==> src/rtl/uart_tx_arbiter_pkg.sv <==
// Shared types and defaults for the UART transmit arbiter.
package uart_arb_pkg;

   localparam int NREQ_DEF   = 4;
   localparam int DATA_W_DEF = 8;
   localparam int TMO_W_DEF  = 16;

   // Transaction sequencer states.
   typedef enum logic [1:0] {
      IDLE   = 2'd0,
      LAUNCH = 2'd1,
      WAIT   = 2'd2
   } arb_state_t;

   // Width of a requester index; a single requester still needs one bit.
   function automatic int idx_width(input int n);
      if (n > 1) begin
         return $clog2(n);
      end else begin
         return 1;
      end
   endfunction

endpackage

==> src/rtl/uart_tx_arbiter_if.sv <==
// Requester / transmitter handshake bundle around the UART transmit arbiter.
// The slave modport is the arbiter; the master modport is its environment.
interface uart_tx_arbiter_if
   import uart_arb_pkg::*;
#(
   parameter int NREQ   = NREQ_DEF,
   parameter int DATA_W = DATA_W_DEF,
   parameter int TMO_W  = TMO_W_DEF,
   parameter int IDX_W  = idx_width(NREQ)
) ();

   logic                     arb_en;
   logic [TMO_W-1:0]         tmo_limit;
   logic [NREQ-1:0]          req_valid;
   logic [NREQ*DATA_W-1:0]   req_data;
   logic [NREQ-1:0]          req_ready;
   logic                     uart_tx_en;
   logic [DATA_W-1:0]        uart_din;
   logic                     uart_tx_done;
   logic [IDX_W-1:0]         grant_id;
   logic                     busy;
   logic                     tmo_err;

   modport slave (
      input  arb_en, tmo_limit, req_valid, req_data, uart_tx_done,
      output req_ready, uart_tx_en, uart_din, grant_id, busy, tmo_err
   );

   modport master (
      output arb_en, tmo_limit, req_valid, req_data, uart_tx_done,
      input  req_ready, uart_tx_en, uart_din, grant_id, busy, tmo_err
   );

endinterface

==> src/rtl/uart_tx_arbiter_rr_pick.sv <==
// Combinational round-robin picker: rotate a doubled request vector down by
// ptr, take the first set bit, then map the offset back to an absolute index.
module rr_pick
   import uart_arb_pkg::*;
#(
   parameter int NREQ  = NREQ_DEF,
   parameter int IDX_W = idx_width(NREQ)
) (
   input  logic [NREQ-1:0]  req,
   input  logic [IDX_W-1:0] ptr,
   output logic [NREQ-1:0]  gnt,
   output logic [IDX_W-1:0] gnt_idx,
   output logic             any
);

   localparam logic [IDX_W:0] NREQ_X = (IDX_W + 1)'(NREQ);

   logic [2*NREQ-1:0] w_dbl;
   logic [2*NREQ-1:0] w_rot;
   logic [IDX_W-1:0]  w_off;
   logic [IDX_W:0]    w_sum;

   assign w_dbl = {req, req};
   assign w_rot = w_dbl >> ptr;
   assign any   = |req;

   // Find the lowest set bit of the rotated window (scan high to low so the lowest wins).
   always_comb begin
      w_off = {IDX_W{1'b0}};
      for (int i = NREQ - 1; i >= 0; i--) begin
         if (w_rot[i]) begin
            w_off = IDX_W'(i);
         end else begin
            w_off = w_off;
         end
      end
   end

   // Undo the rotation: absolute index is (ptr + offset) modulo NREQ.
   always_comb begin
      w_sum = {1'b0, ptr} + {1'b0, w_off};
      if (w_sum >= NREQ_X) begin
         gnt_idx = IDX_W'(w_sum - NREQ_X);
      end else begin
         gnt_idx = w_sum[IDX_W-1:0];
      end
   end

   // One-hot grant, empty when nobody is requesting.
   always_comb begin
      if (any) begin
         gnt = {{(NREQ-1){1'b0}}, 1'b1} << gnt_idx;
      end else begin
         gnt = {NREQ{1'b0}};
      end
   end

endmodule

==> src/rtl/uart_tx_arbiter.sv <==
// Round-robin scheduler sharing one UART transmitter between NREQ byte
// producers. One byte per transaction: grant in IDLE, strobe tx_en in LAUNCH,
// wait for tx_done (or a programmable timeout) in WAIT.
module uart_tx_arbiter
   import uart_arb_pkg::*;
#(
   parameter int NREQ   = NREQ_DEF,
   parameter int DATA_W = DATA_W_DEF,
   parameter int TMO_W  = TMO_W_DEF
) (
   input  logic              PCLK,
   input  logic              PRESET,
   uart_tx_arbiter_if.slave  bus
);

   localparam int              IDX_W    = idx_width(NREQ);
   localparam logic [IDX_W-1:0] LAST_IDX = IDX_W'(NREQ - 1);
   localparam logic [TMO_W-1:0] CNT_MAX  = {TMO_W{1'b1}};
   localparam logic [TMO_W-1:0] CNT_ONE  = {{(TMO_W-1){1'b0}}, 1'b1};

   arb_state_t        r_state;
   logic [DATA_W-1:0] r_din;
   logic [IDX_W-1:0]  r_gid;
   logic [IDX_W-1:0]  r_ptr;
   logic [TMO_W-1:0]  r_cnt;
   logic              r_tx_en;
   logic              r_busy;
   logic              r_tmo_err;

   logic [NREQ-1:0]   w_gnt;
   logic [IDX_W-1:0]  w_gnt_idx;
   logic              w_any;
   logic [NREQ-1:0]   w_ready;
   logic [DATA_W-1:0] w_sel_data;
   logic [IDX_W-1:0]  w_ptr_next;
   logic              w_tmo_hit;

   rr_pick #(
      .NREQ  (NREQ),
      .IDX_W (IDX_W)
   ) u_rr_pick (
      .req     (bus.req_valid),
      .ptr     (r_ptr),
      .gnt     (w_gnt),
      .gnt_idx (w_gnt_idx),
      .any     (w_any)
   );

   // Grant is offered only in IDLE with arbitration enabled, and never during reset.
   always_comb begin
      w_ready = {NREQ{1'b0}};
      if ((r_state == IDLE) && bus.arb_en && !PRESET) begin
         w_ready = w_gnt;
      end else begin
         w_ready = {NREQ{1'b0}};
      end
   end

   // Select the winning requester's byte from the packed data bus.
   always_comb begin
      w_sel_data = {DATA_W{1'b0}};
      for (int i = 0; i < NREQ; i++) begin
         if (w_gnt_idx == IDX_W'(i)) begin
            w_sel_data = bus.req_data[i*DATA_W +: DATA_W];
         end else begin
            w_sel_data = w_sel_data;
         end
      end
   end

   // Next search start: one past the current owner, wrapping at NREQ-1.
   always_comb begin
      if (r_gid == LAST_IDX) begin
         w_ptr_next = {IDX_W{1'b0}};
      end else begin
         w_ptr_next = r_gid + {{(IDX_W-1){1'b0}}, 1'b1};
      end
   end

   // Timeout fires on a compare match with the live limit, or once the
   // counter has saturated (covers a limit lowered below the current count).
   always_comb begin
      w_tmo_hit = 1'b0;
      if (bus.tmo_limit != {TMO_W{1'b0}}) begin
         w_tmo_hit = (r_cnt == (bus.tmo_limit - CNT_ONE)) || (r_cnt == CNT_MAX);
      end else begin
         w_tmo_hit = 1'b0;
      end
   end

   // Transaction FSM with registered launch/status outputs. tmo_err is
   // registered, so it appears in the first IDLE cycle after the aborting
   // WAIT cycle; a completion in that WAIT cycle therefore suppresses it.
   always_ff @(posedge PCLK or posedge PRESET) begin
      if (PRESET) begin
         r_state   <= IDLE;
         r_din     <= {DATA_W{1'b0}};
         r_gid     <= {IDX_W{1'b0}};
         r_ptr     <= {IDX_W{1'b0}};
         r_cnt     <= {TMO_W{1'b0}};
         r_tx_en   <= 1'b0;
         r_busy    <= 1'b0;
         r_tmo_err <= 1'b0;
      end else begin
         r_tx_en   <= 1'b0;
         r_tmo_err <= 1'b0;
         case (r_state)
            IDLE: begin
               if (bus.arb_en && w_any) begin
                  r_din   <= w_sel_data;
                  r_gid   <= w_gnt_idx;
                  r_tx_en <= 1'b1;
                  r_busy  <= 1'b1;
                  r_state <= LAUNCH;
               end else begin
                  r_state <= IDLE;
               end
            end
            LAUNCH: begin
               r_cnt   <= {TMO_W{1'b0}};
               r_state <= WAIT;
            end
            WAIT: begin
               if (bus.uart_tx_done) begin
                  r_busy  <= 1'b0;
                  r_ptr   <= w_ptr_next;
                  r_state <= IDLE;
               end else if (w_tmo_hit) begin
                  r_busy    <= 1'b0;
                  r_tmo_err <= 1'b1;
                  r_ptr     <= w_ptr_next;
                  r_state   <= IDLE;
               end else if (r_cnt != CNT_MAX) begin
                  r_cnt <= r_cnt + CNT_ONE;
               end else begin
                  r_cnt <= r_cnt;
               end
            end
            default: begin
               r_busy  <= 1'b0;
               r_state <= IDLE;
            end
         endcase
      end
   end

   assign bus.req_ready  = w_ready;
   assign bus.uart_tx_en = r_tx_en;
   assign bus.uart_din   = r_din;
   assign bus.grant_id   = r_gid;
   assign bus.busy       = r_busy;
   assign bus.tmo_err    = r_tmo_err;

endmodule

==> src/flat_wrapper.sv <==
// flat-port wrapper written by rule: the top's interface ports become plain ports
module uart_tx_arbiter_flat import uart_arb_pkg::*;
#(
   parameter int NREQ   = NREQ_DEF,
   parameter int DATA_W = DATA_W_DEF,
   parameter int TMO_W  = TMO_W_DEF
)
  (PCLK, PRESET, bus_arb_en, bus_tmo_limit, bus_req_valid, bus_req_data, bus_uart_tx_done, bus_req_ready, bus_uart_tx_en, bus_uart_din, bus_grant_id, bus_busy, bus_tmo_err);
  uart_tx_arbiter_if #(.NREQ(NREQ), .DATA_W(DATA_W), .TMO_W(TMO_W)) bus_i ();
  input  logic PCLK;
  input  logic PRESET;
  input wire logic [$bits(bus_i.arb_en)-1:0] bus_arb_en;
  input wire logic [$bits(bus_i.tmo_limit)-1:0] bus_tmo_limit;
  input wire logic [$bits(bus_i.req_valid)-1:0] bus_req_valid;
  input wire logic [$bits(bus_i.req_data)-1:0] bus_req_data;
  input wire logic [$bits(bus_i.uart_tx_done)-1:0] bus_uart_tx_done;
  output wire logic [$bits(bus_i.req_ready)-1:0] bus_req_ready;
  output wire logic [$bits(bus_i.uart_tx_en)-1:0] bus_uart_tx_en;
  output wire logic [$bits(bus_i.uart_din)-1:0] bus_uart_din;
  output wire logic [$bits(bus_i.grant_id)-1:0] bus_grant_id;
  output wire logic [$bits(bus_i.busy)-1:0] bus_busy;
  output wire logic [$bits(bus_i.tmo_err)-1:0] bus_tmo_err;
  assign bus_i.arb_en = bus_arb_en;
  assign bus_i.tmo_limit = bus_tmo_limit;
  assign bus_i.req_valid = bus_req_valid;
  assign bus_i.req_data = bus_req_data;
  assign bus_i.uart_tx_done = bus_uart_tx_done;
  assign bus_req_ready = bus_i.req_ready;
  assign bus_uart_tx_en = bus_i.uart_tx_en;
  assign bus_uart_din = bus_i.uart_din;
  assign bus_grant_id = bus_i.grant_id;
  assign bus_busy = bus_i.busy;
  assign bus_tmo_err = bus_i.tmo_err;
  uart_tx_arbiter #(.NREQ(NREQ), .DATA_W(DATA_W), .TMO_W(TMO_W)) u_core (.PCLK(PCLK), .PRESET(PRESET), .bus(bus_i));
endmodule
==> config.mk <==
export PLATFORM = sky130hd
export DESIGN_NAME = uart_tx_arbiter_flat
export DESIGN_NICKNAME = d
export VERILOG_FILES = /design/src/rtl/uart_tx_arbiter_pkg.sv /design/src/rtl/uart_tx_arbiter_if.sv /design/src/rtl/uart_tx_arbiter_rr_pick.sv /design/src/rtl/uart_tx_arbiter.sv /design/src/flat_wrapper.sv
export SDC_FILE = /design/constraint.sdc
export NUM_CORES = 1
export LEC_CHECK = 0
export BUFFER_PORTS_ARGS = -buffer_cell sky130_fd_sc_hd__buf_2
export CAP_MARGIN = 20
export CORE_MARGIN = 4
export CORE_UTILIZATION = 45
export CTS_CLUSTER_DIAMETER = 50
export DETAILED_ROUTE_END_ITERATION = 12
export PLACE_DENSITY_LB_ADDON = 0.2
export SLEW_MARGIN = 15
export SYNTH_ARGS = -nofsm -noshare
export SYNTH_HDL_FRONTEND = slang
export SYNTH_SLANG_ARGS = --single-unit
==> constraint.sdc <==
create_clock -name PCLK -period 5 [get_ports PCLK]
set_input_delay 1 -clock PCLK [delete_from_list [all_inputs] [get_ports PCLK]]
set_output_delay 1 -clock PCLK [all_outputs]
set_load 0.05 [all_outputs]
==> results.cfg <==
[synthesis]
syn_inst = 285
synthTopCellsByArea = dfrtp_1, mux4_2, nand2_1, mux2_2, xnor2_1
synth_compound_area_frac = 0.138
async_reset_ff_frac = 1.00
muxShareOfSynthArea = 0.141
synth_top_area_frac = 0.312
synth_flop_cell = dfrtp_1
yosysTopAreaCell = dfrtp_1
synth-edff-count = 0
seq_area_frac_synth = 0.312
syn_area_per_cell_sq_um = 9.29
syn_area_sq_um = 2650
ys_warn_count = 0
synth_top_family_by_area = simple AND/OR/NAND/NOR gates
yosys-top-cells-count = nand2_1, dfrtp_1, nor2_1
synth-seq-cells = 33
syn-num-nets = 346
synth_xor_area_frac = 0.0695
synth_adder_area_share = 0.0274
synth-simple-area-share = 0.269
yosysUniqueCellTypes = 59
synth_most_common_cell = nand2_1

[sta]
fin_crit_sh = 0.781
hold_viol = 0
fmax_mhz = 256
clock-skew-final_ns = 0.00989
min_period_ns = 3.91
final.setup.tns_ns = 0
worst_hold_slack_ns = 0.508
slew_headroom = 0.523
fin_ws_ns = 1.09
setup_viol = 0
finalMaxSlewViolations = 0
max_slew.worst_pin.slew_ns = 0.711
rsz0062_at_grt = false

[layout]
antennaDiodeCount = 0
area_delta_synth_final_pct = 18.8
drive_above_1_share = 0.326
nNetsFinal = 416

[cts]
cts.clk_slew.worst_paths_ns = 0.06
cts_tree = done
htreeDepth = 2
post_cts_buffers = 0
cts_num_sinks = 33
cts-root-buf = clkbuf_8
holdBufCountCts = 0
cts_made_buffers = 5
clkLatencyLatePin_ns = 0.28
cts_resized = 0
clk_path_buf_depth = 2

[detailed_routing]
antenna_left = 0
drc = 0
via_per_inst = 5.78
routedWlPerCell_microns = 15.8
num_vias = 2473
drt_iter0_drc = 168
totalWireLength_microns = 6750
drtPass1Iterations = 4

[power_and_ir_drop]
p_per_area_nw_per_um2 = 455
power_mw = 1.43
peakVddDrop_mv = 0.472
p_leak_nw = 1.42

[place]
place.gp.congestion = 0.879
hpwl_microns = 5370
io_buffers = 72
pre_cts_ws_ns = 1.08

[setup_path]
cp-end-kind = output pin
crit_fanout = 8
rr_endpoint = u_core.r_ptr[1]$_DFFE_PP0P_
critPathArrivalTime_ns = 2.91
startpoint_type = input port
cp-endpoint = bus_req_ready[2]
r2r_setup_slack_ns = 2.31
reg2reg_depth = 7
r2r_start = u_core.r_cnt[0]$_DFFE_PP0P_
cp-startpoint = bus_req_valid[0]
worstSetupPathType = input port to output pin
cp.required_ns = 4.00

[floorplan]
fp.coreArea_sq_um = 5610
die-width_microns = 84.7
ios = 73
rows = 27
die_h_microns = 84.7
dieArea_sq_um = 7170
start_util = 0.472

[hold_path]
holdPathStages = 1
hold_class = flip-flop to flip-flop

[global_routing]
grt_pass1_vias = 2450
grt_max_degree = 33
antenna_found_initial = 0
groute.usage.overall = 0.194
global_route.overflow_total = 0
grt_first_pass_wirelength_microns = 11500

[outcome]
status = finished, final reports clean

[flow_run]
max_cap_violations = 0
==> state kept, by name, indices dropped and copies added (netlist names) <==
register	cells
u_core.r_cnt	16
u_core.r_ptr	2
u_core.r_state	2
u_core.bus.tmo_err	1
u_core.bus.busy	1
u_core.bus.uart_tx_en	1
u_core.bus.grant_id	2
u_core.bus.uart_din	8
==> layer usage <==
| layer | wire length [microns] | vias up | track usage | part of all wire |
|---|---|---|---|---|
| li1 | - | 1205 | - | - |
| met1 | 2950 | 1150 | 0.252 | 0.44 |
| met2 | 3100 | 103 | 0.312 | 0.46 |
| met3 | 562 | 15 | 0.0540 | 0.083 |
| met4 | 133 | 0 | 0.0633 | 0.020 |
| met5 | 0 | - | 0 | 0 |
==> worst max-delay path, stage by stage <==
cell and delay, ns:
buf_2 0.14, or3_1 0.42, a21oi_1 0.15, a211oi_1 0.08, xnor2_1 0.58, buf_4 0.26, nor4_1 0.05, buf_2 0.24
==> power by group <==
group	leakage (nW)	internal (mW)	switching, mW	total, mW
logic	0.956	0.330	0.485	0.816
clock network	0.0450	0.0966	0.102	0.198
registers	0.423	0.342	0.0740	0.416
==> cells by family (layout without fill, tap and decap cells) <==
logic type	count (synthesis)	in the layout
simple gates	127	127
xor+xnor	21	21
buf+inv	26	97
compound gates	46	46
flops	33	33
mux	26	26
fa+ha+maj	6	6
==> how the worst min path moves through the flow <==
| stage | start | to | slack [ns] |
|---|---|---|---|
| after floorplan | u_core.r_cnt[12]$_DFFE_PP0P_ | u_core.r_cnt[12]$_DFFE_PP0P_ | 0.48 |
| after global placement | u_core.bus.uart_din[2]$_DFFE_PP0P_ | u_core.bus.uart_din[2]$_DFFE_PP0P_ | 0.49 |
| after detailed placement | u_core.bus.uart_din[6]$_DFFE_PP0P_ | u_core.bus.uart_din[6]$_DFFE_PP0P_ | 0.50 |
| after CTS | u_core.bus.uart_din[6]$_DFFE_PP0P_ | u_core.bus.uart_din[6]$_DFFE_PP0P_ | 0.51 |
| after global routing | u_core.bus.uart_din[5]$_DFFE_PP0P_ | u_core.bus.uart_din[5]$_DFFE_PP0P_ | 0.53 |
| final | u_core.bus.uart_din[1]$_DFFE_PP0P_ | u_core.bus.uart_din[1]$_DFFE_PP0P_ | 0.51 |
==> through the flow <==
step                      area (sq um)  instances   util
after floorplan                   2650        285      -
after global placement            3060        420  0.546
after detailed placement          3060        420  0.546
after CTS                         3140        428  0.560
after global routing              3140        428  0.560
final                             3140        428  0.560
==> layout make-up <==
cell class / count / area (sq um)
clock inverter: 2 / 10.0
inverter: 13 / 48.8
clock buffer: 6 / 72.6
tap: 72 / 90.1
multi-input combinational: 226 / 1710
sequential: 33 / 826
timing repair buffer: 76 / 390
fill: 533 / 2460
==> cells in the final DEF (no fill, tap or decap), drive strengths merged, types with 2 or more instances in the layout <==
master	instances
a2111oi	2
o31ai	4
nor2b	2
nand2	34
nand2b	7
nor2	19
and3	4
nand3b	3
a41oi	3
ha	5
xor2	10
inv	13
o21ai	10
a31o	2
and4	2
o211ai	4
clkinv	2
a21boi	2
or2	2
mux2	10
clkbuf	6
mux2i	8
nand4	9
nand3	16
a31oi	3
or4b	2
dfrtp	33
nor4b	4
xnor2	11
buf	76
mux4	8
nor4	9
o311ai	4
a21oi	4
nor3	8
or3	2
and2	2
(Power assumes the default switching activity.)
